[config.mk]
export PLATFORM = sky130hd
export DESIGN_NAME = lane_draw_sequencer_flat
export DESIGN_NICKNAME = d
export VERILOG_FILES = /design/src/rtl/lane_draw_sequencer_if.sv /design/src/rtl/lane_draw_sequencer.sv /design/src/flat_wrapper.sv
export SDC_FILE = /design/constraint.sdc
export NUM_CORES = 1
export LEC_CHECK = 0
export ABC_AREA = 0
export CORE_MARGIN = 2
export CORE_UTILIZATION = 40
export DETAILED_ROUTE_END_ITERATION = 12
export PLACE_DENSITY = 0.67
export SYNTH_ARGS = -nofsm -noshare
export SYNTH_HDL_FRONTEND = slang
export SYNTH_SLANG_ARGS = --single-unit
[constraint.sdc]
create_clock -name clock -period 2.4 [get_ports clock]
set_input_delay 0.24 -clock clock [delete_from_list [all_inputs] [get_ports clock]]
set_output_delay 0.24 -clock clock [all_outputs]
set_load 0.005 [all_outputs]
[src/rtl/lane_draw_sequencer_if.sv]
// Handshake bundle between the lane draw sequencer and its environment:
// song/player controls and shape-drawer handshake in, clear-pixel stream and
// status out.
interface lane_draw_sequencer_if #(
    parameter int XY_W   = 8,
    parameter int ADDR_W = 16,
    parameter int BOX_W  = 4
) ();
    logic              start;
    logic              beat_tick;
    logic              song_done;
    logic              pause;
    logic              clear_req;
    logic              shape_done;
    logic              clear_we;
    logic [ADDR_W-1:0] clear_addr;
    logic [XY_W-1:0]   clear_x;
    logic [XY_W-1:0]   clear_y;
    logic              shape_start;
    logic [BOX_W-1:0]  box_index;
    logic              ready_for_song;
    logic              busy;
    logic              beat_overrun;
    logic [2:0]        state;

    modport slave (
        input  start, beat_tick, song_done, pause, clear_req, shape_done,
        output clear_we, clear_addr, clear_x, clear_y, shape_start, box_index,
               ready_for_song, busy, beat_overrun, state
    );

    modport master (
        output start, beat_tick, song_done, pause, clear_req, shape_done,
        input  clear_we, clear_addr, clear_x, clear_y, shape_start, box_index,
               ready_for_song, busy, beat_overrun, state
    );
endinterface

[src/rtl/lane_draw_sequencer.sv]
// Lane draw sequencer: clears the pixel grid, waits for the player to press
// and release start, then on every beat asks the shape drawer to draw each
// note box in turn.
//
// state      | meaning
// -----------+---------------------------------------------------------
// CLEAR      | writing the default pixel to every grid location
// IDLE       | grid clean, waiting for start to be pressed
// START_WAIT | start pressed, waiting for release
// WAIT_BEAT  | song running, waiting for the next beat
// ISSUE      | one-cycle shape_start for box_index
// WAIT_SHAPE | waiting for shape_done of the current box
module lane_draw_sequencer #(
    parameter int GRID_W    = 240,
    parameter int GRID_H    = 180,
    parameter int NUM_BOXES = 12,
    parameter int XY_W      = 8,
    parameter int ADDR_W    = 16,
    parameter int BOX_W     = 4
) (
    input  logic                   clock,
    input  logic                   reset,
    lane_draw_sequencer_if.slave   bus
);

    localparam logic [2:0] S_CLEAR      = 3'd0;
    localparam logic [2:0] S_IDLE       = 3'd1;
    localparam logic [2:0] S_START_WAIT = 3'd2;
    localparam logic [2:0] S_WAIT_BEAT  = 3'd3;
    localparam logic [2:0] S_ISSUE      = 3'd4;
    localparam logic [2:0] S_WAIT_SHAPE = 3'd5;

    localparam logic [XY_W-1:0]   X_LAST    = XY_W'(GRID_W - 1);
    localparam logic [ADDR_W-1:0] ADDR_LAST = ADDR_W'(GRID_W * GRID_H - 1);
    localparam logic [BOX_W-1:0]  BOX_LAST  = BOX_W'(NUM_BOXES - 1);

    logic [2:0]        state_q, state_d;
    logic [XY_W-1:0]   x_q, x_d;
    logic [XY_W-1:0]   y_q, y_d;
    logic [ADDR_W-1:0] addr_q, addr_d;
    logic [BOX_W-1:0]  box_q, box_d;
    logic              pend_q, pend_d;
    logic              ovr_q, ovr_d;
    logic              abort_ev;

    assign abort_ev = bus.song_done | bus.clear_req;

    // Next-state, clear-scan counters, box counter and pending-clear flag.
    always_comb begin
        state_d = state_q;
        x_d     = x_q;
        y_d     = y_q;
        addr_d  = addr_q;
        box_d   = box_q;
        pend_d  = pend_q;
        ovr_d   = 1'b0;
        case (state_q)
            S_CLEAR: begin
                pend_d = 1'b0;
                box_d  = '0;
                if (addr_q == ADDR_LAST) begin
                    state_d = S_IDLE;
                    x_d     = '0;
                    y_d     = '0;
                    addr_d  = '0;
                end else begin
                    addr_d = addr_q + ADDR_W'(1);
                    if (x_q == X_LAST) begin
                        x_d = '0;
                        y_d = y_q + XY_W'(1);
                    end else begin
                        x_d = x_q + XY_W'(1);
                    end
                end
            end
            S_IDLE: begin
                if (bus.start) state_d = S_START_WAIT;
            end
            S_START_WAIT: begin
                if (!bus.start) state_d = S_WAIT_BEAT;
            end
            S_WAIT_BEAT: begin
                if (abort_ev) begin
                    state_d = S_CLEAR;
                    pend_d  = 1'b0;
                end else if (bus.beat_tick && !bus.pause) begin
                    state_d = S_ISSUE;
                    box_d   = '0;
                end
            end
            S_ISSUE: begin
                state_d = S_WAIT_SHAPE;
                ovr_d   = bus.beat_tick;
                pend_d  = pend_q | abort_ev;
            end
            S_WAIT_SHAPE: begin
                ovr_d  = bus.beat_tick;
                pend_d = pend_q | abort_ev;
                if (bus.shape_done) begin
                    if (box_q == BOX_LAST) begin
                        // An abort arriving with the final shape_done still counts.
                        box_d   = '0;
                        state_d = (pend_q | abort_ev) ? S_CLEAR : S_WAIT_BEAT;
                        pend_d  = 1'b0;
                    end else begin
                        box_d   = box_q + BOX_W'(1);
                        state_d = S_ISSUE;
                    end
                end
            end
            default: begin
                state_d = S_CLEAR;
                x_d     = '0;
                y_d     = '0;
                addr_d  = '0;
                box_d   = '0;
                pend_d  = 1'b0;
            end
        endcase
    end

    // State registers with synchronous reset into a fresh grid clear.
    always_ff @(posedge clock) begin
        if (reset) begin
            state_q <= S_CLEAR;
            x_q     <= '0;
            y_q     <= '0;
            addr_q  <= '0;
            box_q   <= '0;
            pend_q  <= 1'b0;
            ovr_q   <= 1'b0;
        end else begin
            state_q <= state_d;
            x_q     <= x_d;
            y_q     <= y_d;
            addr_q  <= addr_d;
            box_q   <= box_d;
            pend_q  <= pend_d;
            ovr_q   <= ovr_d;
        end
    end

    assign bus.clear_we       = (state_q == S_CLEAR);
    assign bus.clear_addr     = addr_q;
    assign bus.clear_x        = x_q;
    assign bus.clear_y        = y_q;
    assign bus.shape_start    = (state_q == S_ISSUE);
    assign bus.box_index      = box_q;
    assign bus.ready_for_song = (state_q == S_WAIT_BEAT);
    assign bus.busy           = (state_q == S_CLEAR) || (state_q == S_ISSUE) ||
                                (state_q == S_WAIT_SHAPE);
    assign bus.beat_overrun   = ovr_q;
    assign bus.state          = state_q;

endmodule

[src/flat_wrapper.sv]
// flat-port wrapper written by rule: the top's interface ports become plain ports
module lane_draw_sequencer_flat 
#(
    parameter int GRID_W    = 240,
    parameter int GRID_H    = 180,
    parameter int NUM_BOXES = 12,
    parameter int XY_W      = 8,
    parameter int ADDR_W    = 16,
    parameter int BOX_W     = 4
)
  (clock, reset, bus_start, bus_beat_tick, bus_song_done, bus_pause, bus_clear_req, bus_shape_done, bus_clear_we, bus_clear_addr, bus_clear_x, bus_clear_y, bus_shape_start, bus_box_index, bus_ready_for_song, bus_busy, bus_beat_overrun, bus_state);
  lane_draw_sequencer_if #(.XY_W(XY_W), .ADDR_W(ADDR_W), .BOX_W(BOX_W)) bus_i ();
  input  logic clock;
  input  logic reset;
  input wire logic [$bits(bus_i.start)-1:0] bus_start;
  input wire logic [$bits(bus_i.beat_tick)-1:0] bus_beat_tick;
  input wire logic [$bits(bus_i.song_done)-1:0] bus_song_done;
  input wire logic [$bits(bus_i.pause)-1:0] bus_pause;
  input wire logic [$bits(bus_i.clear_req)-1:0] bus_clear_req;
  input wire logic [$bits(bus_i.shape_done)-1:0] bus_shape_done;
  output wire logic [$bits(bus_i.clear_we)-1:0] bus_clear_we;
  output wire logic [$bits(bus_i.clear_addr)-1:0] bus_clear_addr;
  output wire logic [$bits(bus_i.clear_x)-1:0] bus_clear_x;
  output wire logic [$bits(bus_i.clear_y)-1:0] bus_clear_y;
  output wire logic [$bits(bus_i.shape_start)-1:0] bus_shape_start;
  output wire logic [$bits(bus_i.box_index)-1:0] bus_box_index;
  output wire logic [$bits(bus_i.ready_for_song)-1:0] bus_ready_for_song;
  output wire logic [$bits(bus_i.busy)-1:0] bus_busy;
  output wire logic [$bits(bus_i.beat_overrun)-1:0] bus_beat_overrun;
  output wire logic [$bits(bus_i.state)-1:0] bus_state;
  assign bus_i.start = bus_start;
  assign bus_i.beat_tick = bus_beat_tick;
  assign bus_i.song_done = bus_song_done;
  assign bus_i.pause = bus_pause;
  assign bus_i.clear_req = bus_clear_req;
  assign bus_i.shape_done = bus_shape_done;
  assign bus_clear_we = bus_i.clear_we;
  assign bus_clear_addr = bus_i.clear_addr;
  assign bus_clear_x = bus_i.clear_x;
  assign bus_clear_y = bus_i.clear_y;
  assign bus_shape_start = bus_i.shape_start;
  assign bus_box_index = bus_i.box_index;
  assign bus_ready_for_song = bus_i.ready_for_song;
  assign bus_busy = bus_i.busy;
  assign bus_beat_overrun = bus_i.beat_overrun;
  assign bus_state = bus_i.state;
  lane_draw_sequencer #(.GRID_W(GRID_W), .GRID_H(GRID_H), .NUM_BOXES(NUM_BOXES), .XY_W(XY_W), .ADDR_W(ADDR_W), .BOX_W(BOX_W)) u_core (.clock(clock), .reset(reset), .bus(bus_i));
endmodule
# [Word level (Yosys, flattened, before mapping)]
# Index checks and enable logic that the tools add are counted.
[word_totals] ramBits=0 register_bits=41 latch_bits=0 wordCells=74 input_bits=8 rom_bits=0 output_inout_bits=44 memories=0
[classes] add_sub_neg=4 eq_ne=17 div=0 multipliers=0 reduce_logical=14 shifts=0 n_lt_le_gt_ge=0 bitwise=6 muxes=26
[op_table] cell="$mux 8" count=4
[op_table] cell="$pmux 16 s2" count=1
[op_table] cell="$pmux 8 s2" count=2
[op_table] cell="$mux 3" count=7
[op_table] cell="$pmux 3 s6" count=1
[op_table] cell="$add 16x1->16 const B" count=1
[op_table] cell="$add 8x1->8 const B" count=2
[op_table] cell="$eq 16x16->1 const B" count=1
[op_table] cell="$mux 16" count=1
[op_table] cell="$mux 4" count=4
[op_table] cell="$pmux 4 s3" count=1
[op_table] cell="$eq 8x8->1 const B" count=1
[op_table] cell="$ne 2x2->1 const B" count=4
[op_table] cell="$eq 3x2->1 const B" count=2
[op_table] cell="$eq 3x3->1 const B" count=2
[op_table] cell="$ne 2x1->1 const B" count=3
[op_table] cell="$ne 3x1->1 const B" count=2
[op_table] cell="$reduce_or 2->1" count=3
[op_table] cell="$reduce_and 5->1" count=1
[op_table] cell="$reduce_or 5->1" count=1
[op_table] cell="$add 4x1->4 const B" count=1
[op_table] cell="$eq 4x4->1 const B" count=1
[op_table] cell="$not 1->1" count=4
[op_table] cell="$pmux 1 s4" count=1
[op_table] cell="other kinds (11)" count=16

# [Depth between registers and ports, before layout]
# Gate-level depths: netlist of the first run.
[logic_depth] depth_word=6 mapped_depth=8 depth_no_buf=6

# [Least setup slack after synthesis of the first run]
# No wires, ideal clock.
[synth_timing] path_kind="register -> register" startpoint="register u_core.addr_q[0] (netlist: u_core.bus.clear_addr[0])" endpoint="register u_core.addr_q[15] (netlist: u_core.bus.clear_addr[15])" synth_period_minus_slack_ns=1.986 arrival_ns=1.869 path_stages_with_launch=9 path_buffers=2 required_ns=2.283 setup_ns=0.117 slack_ns=0.414 cell_sequence="dfxtp_1 -> ha_1 -> and4_1 -> clkbuf_1 -> and4_1 -> nor2_1 -> o21ai_1 -> buf_2 -> nor2_1"
[synth_via] elab_chain_len=3 elab_cells_between_ends=4 cone_classes="add/sub (1); eq/ne (1); mux (2)"
[synth_lines] element="start, declared" line="lane_draw_sequencer.sv:40" rtl="logic [ADDR_W-1:0] addr_q, addr_d;"
[synth_lines] element="start signal, assigned" line="lane_draw_sequencer.sv:136" rtl="addr_q <= addr_d;"
[synth_lines] element="$add 16x1->16 or $eq 16x16->1 (tied branches)" line="lane_draw_sequencer.sv:67, lane_draw_sequencer.sv:61"
[synth_lines] element="$mux 16 (*)" line="lane_draw_sequencer.sv:61" rtl="if (addr_q == ADDR_LAST) begin"
[synth_lines] element="$pmux 16 s2 (*)" line="lane_draw_sequencer.sv:57" rtl="case (state_q)"
# Mark *: on every way between the ends. The rest lies on a longest branch, timed or not.
# A chain may end at the register's enable or synchronous reset.

# [Final worst setup path of the first run]
[layout_timing] startpoint="register u_core.addr_q[0] (netlist: u_core.bus.clear_addr[0])" endpoint="register u_core.x_q[4] (netlist: u_core.bus.clear_x[4])"
[layout_via] elab_chain_len=3
[layout_lines] element="$eq 16x16->1" line="lane_draw_sequencer.sv:61"
[layout_lines] element="$mux 8" line="lane_draw_sequencer.sv:61"
[layout_lines] element="$pmux 8 s2" line="lane_draw_sequencer.sv:57"
[layout_lines] element="end signal, assigned" line="lane_draw_sequencer.sv:126" rtl="x_q <= '0;"
[layout_lines] element="end signal, assigned" line="lane_draw_sequencer.sv:134" rtl="x_q <= x_d;"
[layout_lines] element="end, declared" line="lane_draw_sequencer.sv:38" rtl="logic [XY_W-1:0] x_q, x_d;"
# Every way passes these cells.

==> results.yml, run 1 <==
outcome:
  status: "finished, final reports clean"
setup_path:
  slowest_stage: "and4_1"
  cp.required_ns: 2.58
  crit_fanout: 16
  critPathKind: "flop to flop"
  startpoint_type: "flop"
  max_stage_delay_ns: 0.46
  endpoint_kind: "flop"
  critPathTopFamily: "simple AND/OR/NAND/NOR gates"
  critPathBufInv: 1
  crit_arrival_ns: 2.29
  worstPathCellList: "ha_1 -> and4_1 -> and4_1 -> nor2_1 -> o21ai_1 -> buf_4 -> nor2_1"
clocking:
  numCtsBuffers: 5
  ctsHtreeMaxLevel: 2
  root_buffer: "clkbuf_8"
  post_cts_resize_count: 0
  post-cts-setup-buffers: 0
  tritoncts: "done"
  cts_sinks: 41
  path_clk_slew_ns: 0.08
  hold_buffers: 0
  clk_latency_ns: 0.30
  cts.path.max_buffers: 2
timing:
  finalCritPeriodShare_pct: 87.7
  rsz0062_at_grt: "no"
  setup-tns-final_ns: 0
  fmax_mhz: 475
  worstMarginPinSlew_ns: 0.810
  timing.hold.ws_ns: 0.481
  setup_viol: 0
  finalHoldViolations: 0
  max_slew_margin_pct: 46.0
  finClkSkew_ns: 0.00774
  fin_crit_ns: 2.11
  drv_slew: 0
flow_run:
  drv_cap: 0
layout:
  regArea_sq_um: 821
  layout-drive-gt1-share_pct: 7.21
  fin_util_pct: 55.3
  nNetsFinal: 330
  diodes: 0
  fin_area_sq_mm: 0.00284
  fill_cells: 530
  area_growth_syn_to_layout_pct: 32.4
  multi_input_area_sq_mm: 0.00125
synth:
  synthCells: 263
  yosysWarnings: 0
  avgSynthCellArea_sq_um: 8.16
  ys_seq_area_share_pct: 38.2
  synth_top_area_cell: "dfxtp_1"
  async_flop_share_pct: 0
  synthesis.nets: 275
  synth_cell_types: 47
  synth_area_sq_mm: 0.00215
  synth_top_cell_area_share_pct: 38.2
  yosys-top-cells-area: "dfxtp_1 (38%), nor2_1 (5.4%), a21oi_1 (4.4%), nand2_1 (3.7%), xnor2_1 (3.7%)"
  synth_seq_cells: 41
  synth_edf_count: 0
  synth_top_flop_cell: "dfxtp_1"
floorplanning:
  initial_core_util_pct: 41.8
  ios: 52
  die_area_sq_mm: 0.00597
  row_count: 26
  die_w_um: 77.3
  die_h_um: 77.3
  core-area_sq_mm: 0.00514
route:
  drt-initial-drc-count: 89
  vias: 2128
  dr.pass1.iters: 4
  ant_nets: 0
  viasPerCell: 5.47
  drc: 0
  routed_wl_um: 5480
  wl_per_cell_um: 14.1
place:
  placed_area_sq_mm: 0.00276
  port_buffers: 51
  dp_hpwl_um: 3790
  place_congestion: 0.825
power_and_ir_drop:
  peakVddDrop_v: 0.000212
  p_per_area_mw_per_mm2: 429
  p_leak_nw: 0.956
grt:
  grt_max_degree: 17
  grt_overflow: 0
  grt_first_pass_wirelength_um: 9250
  first_global_vias: 1949
  grt_use_total_pct: 18.7
  antenna_found_initial: 0
hold_path:
  min_path_type: "flop to flop"
## kinds of logic (layout without fill, tap and decap cells)
kind of cell	Yosys count	count (layout)	synth area share, %
compound gates	55	55	16.6
xor+xnor	14	14	5.71
fa+ha+maj	4	4	2.33
buf+inv	19	75	3.67
flops	41	41	38.2
mux	4	4	1.86
simple gates	126	126	31.6
## through the flow
step | total power (W) | cells | setup slack [ns]
2_1_floorplan | 0.000745 | 263 | 0.414
3_3_place_gp | 0.000787 | 381 | 0.345
3_5_place_dp | 0.000788 | 381 | 0.329
4_1_cts | 0.00123 | 389 | 0.302
5_1_grt | 0.00128 | 389 | 0.0647
6_report | 0.00122 | 389 | 0.295
## report_power, final
group / switching, W / internal (W)
logic: 0.0000339 / 0.0000391
registers: 0.0000115 / 0.000688
clock network: 0.000245 / 0.000202
total: 0.000291 / 0.000929
## cell type report
cell class / instances / area share [%]
repair buffers: 60 / 20.3
clock inverters: 2 / 0.352
multi-input cells: 203 / 43.9
clock buffers: 6 / 2.55
inverters: 7 / 0.924
well taps: 70 / 3.08
flip-flops and latches: 41 / 28.9
## layout by cell type (no fill, tap or decap), types with 6 or more instances in the layout
master            n
clkdlybuf4s50_1  51
dfxtp_1          41
nor2_1           31
nand2_1          21
a21oi_1          19
o21ai_0          14
nor3_1           12
nand3_1          11
xnor2_1           9
buf_4             9
inv_1             7
or3_1             6
and3_1            6
a31oi_1           6
## Yosys cell counts, types with 2 or more instances
cell	count
nor4_1	3
nand2b_1	4
inv_1	7
nor4b_1	2
mux2i_1	4
nand4b_1	2
a22oi_1	2
nor3b_1	3
a21oi_1	19
a31oi_1	6
nand3_1	11
o32ai_1	2
or3_1	6
clkbuf_1	6
xnor2_1	9
buf_2	6
dfxtp_1	41
nand3b_1	5
nor2_1	31
nand4_1	5
ha_1	4
o21ai_0	14
xor2_1	5
nor4bb_1	2
nor2b_1	3
nand2_1	21
and4_1	4
and3_1	6
nor3_1	12
## worst register-to-register path, delay by kind of cell (launching register included)
kind                     cells  cell delay [ns]
AO/OA/AOI/OAI                1             0.13
adder cells (fa/ha/maj)      1             0.24
flip-flops                   1             0.41
buffers and inverters        1             0.24
AND/OR/NAND/NOR              4             0.97
## per-layer routing
metal	global-route usage (%)	vias to the layer above	routed length (um)
met4	4.82	0	36
li1	-	1064	-
met5	0	-	0
met3	5.06	4	342
met2	31.3	62	2500
met1	23.8	998	2610
## state kept, by name, summed over array words and instances (netlist names)
| name | count |
|---|---|
| u_core.bus.clear_addr | 16 |
| u_core.bus.clear_x | 8 |
| u_core.bus.clear_y | 8 |
| u_core.bus.box_index | 4 |
| u_core.bus.state | 3 |
| u_core.bus.beat_overrun | 1 |
| u_core.pend_q | 1 |
## path summary, 6_finish.rpt
check,depth (start not counted),from,slack [ns],end
min reg2reg,2,u_core.pend_q,0.48,u_core.pend_q
min,2,u_core.pend_q,0.48,u_core.pend_q
max,7,u_core.bus.clear_addr[0],0.29,u_core.bus.clear_x[4]
max reg2reg,7,u_core.bus.clear_addr[0],0.29,u_core.bus.clear_x[4]
(Power assumes the default switching activity.)
==> inputs of run 2 (changes only) <==
--- a/config.mk
+++ b/config.mk
@@ -6,10 +6,11 @@
 export NUM_CORES = 1
 export LEC_CHECK = 0
 export ABC_AREA = 0
-export CORE_MARGIN = 2
+export CORE_MARGIN = 1.5
 export CORE_UTILIZATION = 40
 export DETAILED_ROUTE_END_ITERATION = 12
 export PLACE_DENSITY = 0.67
+export SETUP_SLACK_MARGIN = 0.02
 export SYNTH_ARGS = -nofsm -noshare
 export SYNTH_HDL_FRONTEND = slang
 export SYNTH_SLANG_ARGS = --single-unit
==> constraint.sdc (replaced) <==
create_clock -name clock -period 2.1 [get_ports clock]
set_input_delay 0.21 -clock clock [delete_from_list [all_inputs] [get_ports clock]]
set_output_delay 0.21 -clock clock [all_outputs]
set_load 0.005 [all_outputs]
==> run 2 against run 1 <==
Effect of this change: die area down 2.6%; non-clock buffer count rose by 9; worst hold slack improved by 0.012 ns; final area is 2.7% higher; largest power group unchanged.
==> results.yml, run 2 (synthesized netlist as in run 1, its figures left out) <==
outcome:
  status: "finished, final reports clean"
setup_path:
  critPathKind: "flop to primary output"
  startpoint_type: "flop"
  max_stage_delay_ns: 0.56
  critPathTopFamily: "buffers and inverters"
  crit_arrival_ns: 1.72
  endpoint_kind: "primary output"
  critPathBufInv: 3
  cp.required_ns: 1.89
  crit_fanout: 11
  slowest_stage: "clkdlybuf4s50_1"
  worstPathCellList: "buf_4 -> inv_1 -> nor3_1 -> clkdlybuf4s50_1"
clocking:
  hold_buffers: 0
  post-cts-setup-buffers: 0
  path_clk_slew_ns: 0.07
  cts.path.max_buffers: 2
  tritoncts: "done"
  ctsHtreeMaxLevel: 2
  root_buffer: "clkbuf_8"
  numCtsBuffers: 5
  post_cts_resize_count: 0
  clk_latency_ns: 0.29
  cts_sinks: 41
layout:
  area_growth_syn_to_layout_pct: 36.0
  final_common_cell: "clkdlybuf4s50_1"
  fin_util_pct: 56.8
  diodes: 0
  fin_area_sq_mm: 0.00292
  nNetsFinal: 339
  largest_reg_flops: 16
  layout-drive-gt1-share_pct: 10.1
  layoutNonFillerInstCount: 397
  final_cell_mix: "clkdlybuf4s50_1 (51), dfxtp_1 (41), nor2_1 (31)"
power_and_ir_drop:
  p_sw_w: 0.000308
  seqPwrFrac_pct: 56.9
  p_leak_nw: 1.00
  p_total_w: 0.00140
  p_per_area_mw_per_mm2: 481
  clkPwrFrac_pct: 36.8
  peakVddDrop_v: 0.000255
  comb_power_share_pct: 6.3
  internal-power_w: 0.00110
  netSwitchingFraction_pct: 21.9
grt:
  globalRouteMet1Util_pct: 24.9
  grt_use_total_pct: 20.2
  grt_first_pass_wirelength_um: 9690
  grt_max_degree: 15
  met2_usage_pct: 34.4
  first_global_vias: 2089
  grt-busiest-layer: "met2"
  antenna_found_initial: 0
  grt_overflow: 0
  met3_usage_pct: 5.15
floorplanning:
  die_w_um: 76.3
  die_area_sq_mm: 0.00582
  row_count: 26
  ios: 52
  initial_core_util_pct: 41.8
  core-area_sq_mm: 0.00514
  die_h_um: 76.3
flow_run:
  drv_cap: 0
route:
  drt-initial-drc-count: 54
  ant_nets: 0
  drc: 0
  routed_wl_um: 5680
  viasPerCell: 5.40
  vias: 2142
  dr.pass1.iters: 4
  wl_per_cell_um: 14.3
place:
  port_buffers: 51
  place_congestion: 0.800
  placed_area_sq_mm: 0.00283
  post-place-cells: 390
  dp_hpwl_um: 4100
timing:
  fmax_mhz: 519
  drv_slew: 0
  rsz0062_at_grt: "no"
  setup-tns-final_ns: 0
  fin_crit_ns: 1.93
  finalHoldViolations: 0
  setup_viol: 0
  max_slew_margin_pct: 62.7
  finClkSkew_ns: 0.00312
  finalCritPeriodShare_pct: 91.7
  worstMarginPinSlew_ns: 0.558
hold_path:
  min_path_type: "flop to flop"
[run 2: changes by cell type in the layout (fill, tap and decap cells not counted), sizes merged]
cell,before,now
buf,9,18
clkinv,2,0
clkbuf,6,7
[run 2: final cells by class]
| cell class | instances | area, sq um |
|---|---|---|
| Clock buffer | 7 | 86.3 |
| Inverter | 7 | 26.3 |
| Timing Repair Buffer | 69 | 646 |
| Tap cell | 70 | 87.6 |
| Sequential cell | 41 | 821 |
| Multi-Input combinational cell | 203 | 1250 |
| Fill cell | 515 | 2220 |
[run 2: final timing paths]
| path | end | slack (ns) | startpoint | depth (start not counted) |
|---|---|---|---|---|
| min | u_core.pend_q | 0.49 | u_core.pend_q | 2 |
| max reg2reg | u_core.bus.clear_y[5] | 0.21 | u_core.bus.state[2] | 7 |
| min reg2reg | u_core.pend_q | 0.49 | u_core.pend_q | 2 |
| max | bus_ready_for_song | 0.17 | u_core.bus.state[0] | 4 |
[run 2: tightest hold or removal path, cell delays in order, from the launching register on]
cell and delay (ns):
dfxtp_1 0.32, o21ai_0 0.07, a21oi_1 0.06
[run 2: power by group through the flow]
| stage | Clock [W] | Combinational, W | Sequential, W |
|---|---|---|---|
| 6_report | 0.000517 | 0.0000884 | 0.000798 |
| 5_1_grt | 0.000568 | 0.0000984 | 0.000800 |
| 4_1_cts | 0.000541 | 0.0000887 | 0.000798 |
| 3_5_place_dp | 0 | 0.0000883 | 0.000816 |
| 3_3_place_gp | 0 | 0.0000868 | 0.000816 |
| 2_1_floorplan | 0 | 0.0000360 | 0.000816 |
[run 2: layer usage]
layer / up-vias / wire (um)
met5: - / 0
met4: 0 / 72
met3: 8 / 319
met2: 60 / 2680
met1: 995 / 2610
li1: 1079 / -
[run 2: per-stage QoR]
step                hold slack [ns]  setup slack, ns
finish                        0.492            0.174
global route                  0.507           0.0658
CTS                           0.495            0.141
detailed placement            0.483           0.0790
global placement              0.473            0.139
floorplan                     0.398            0.114
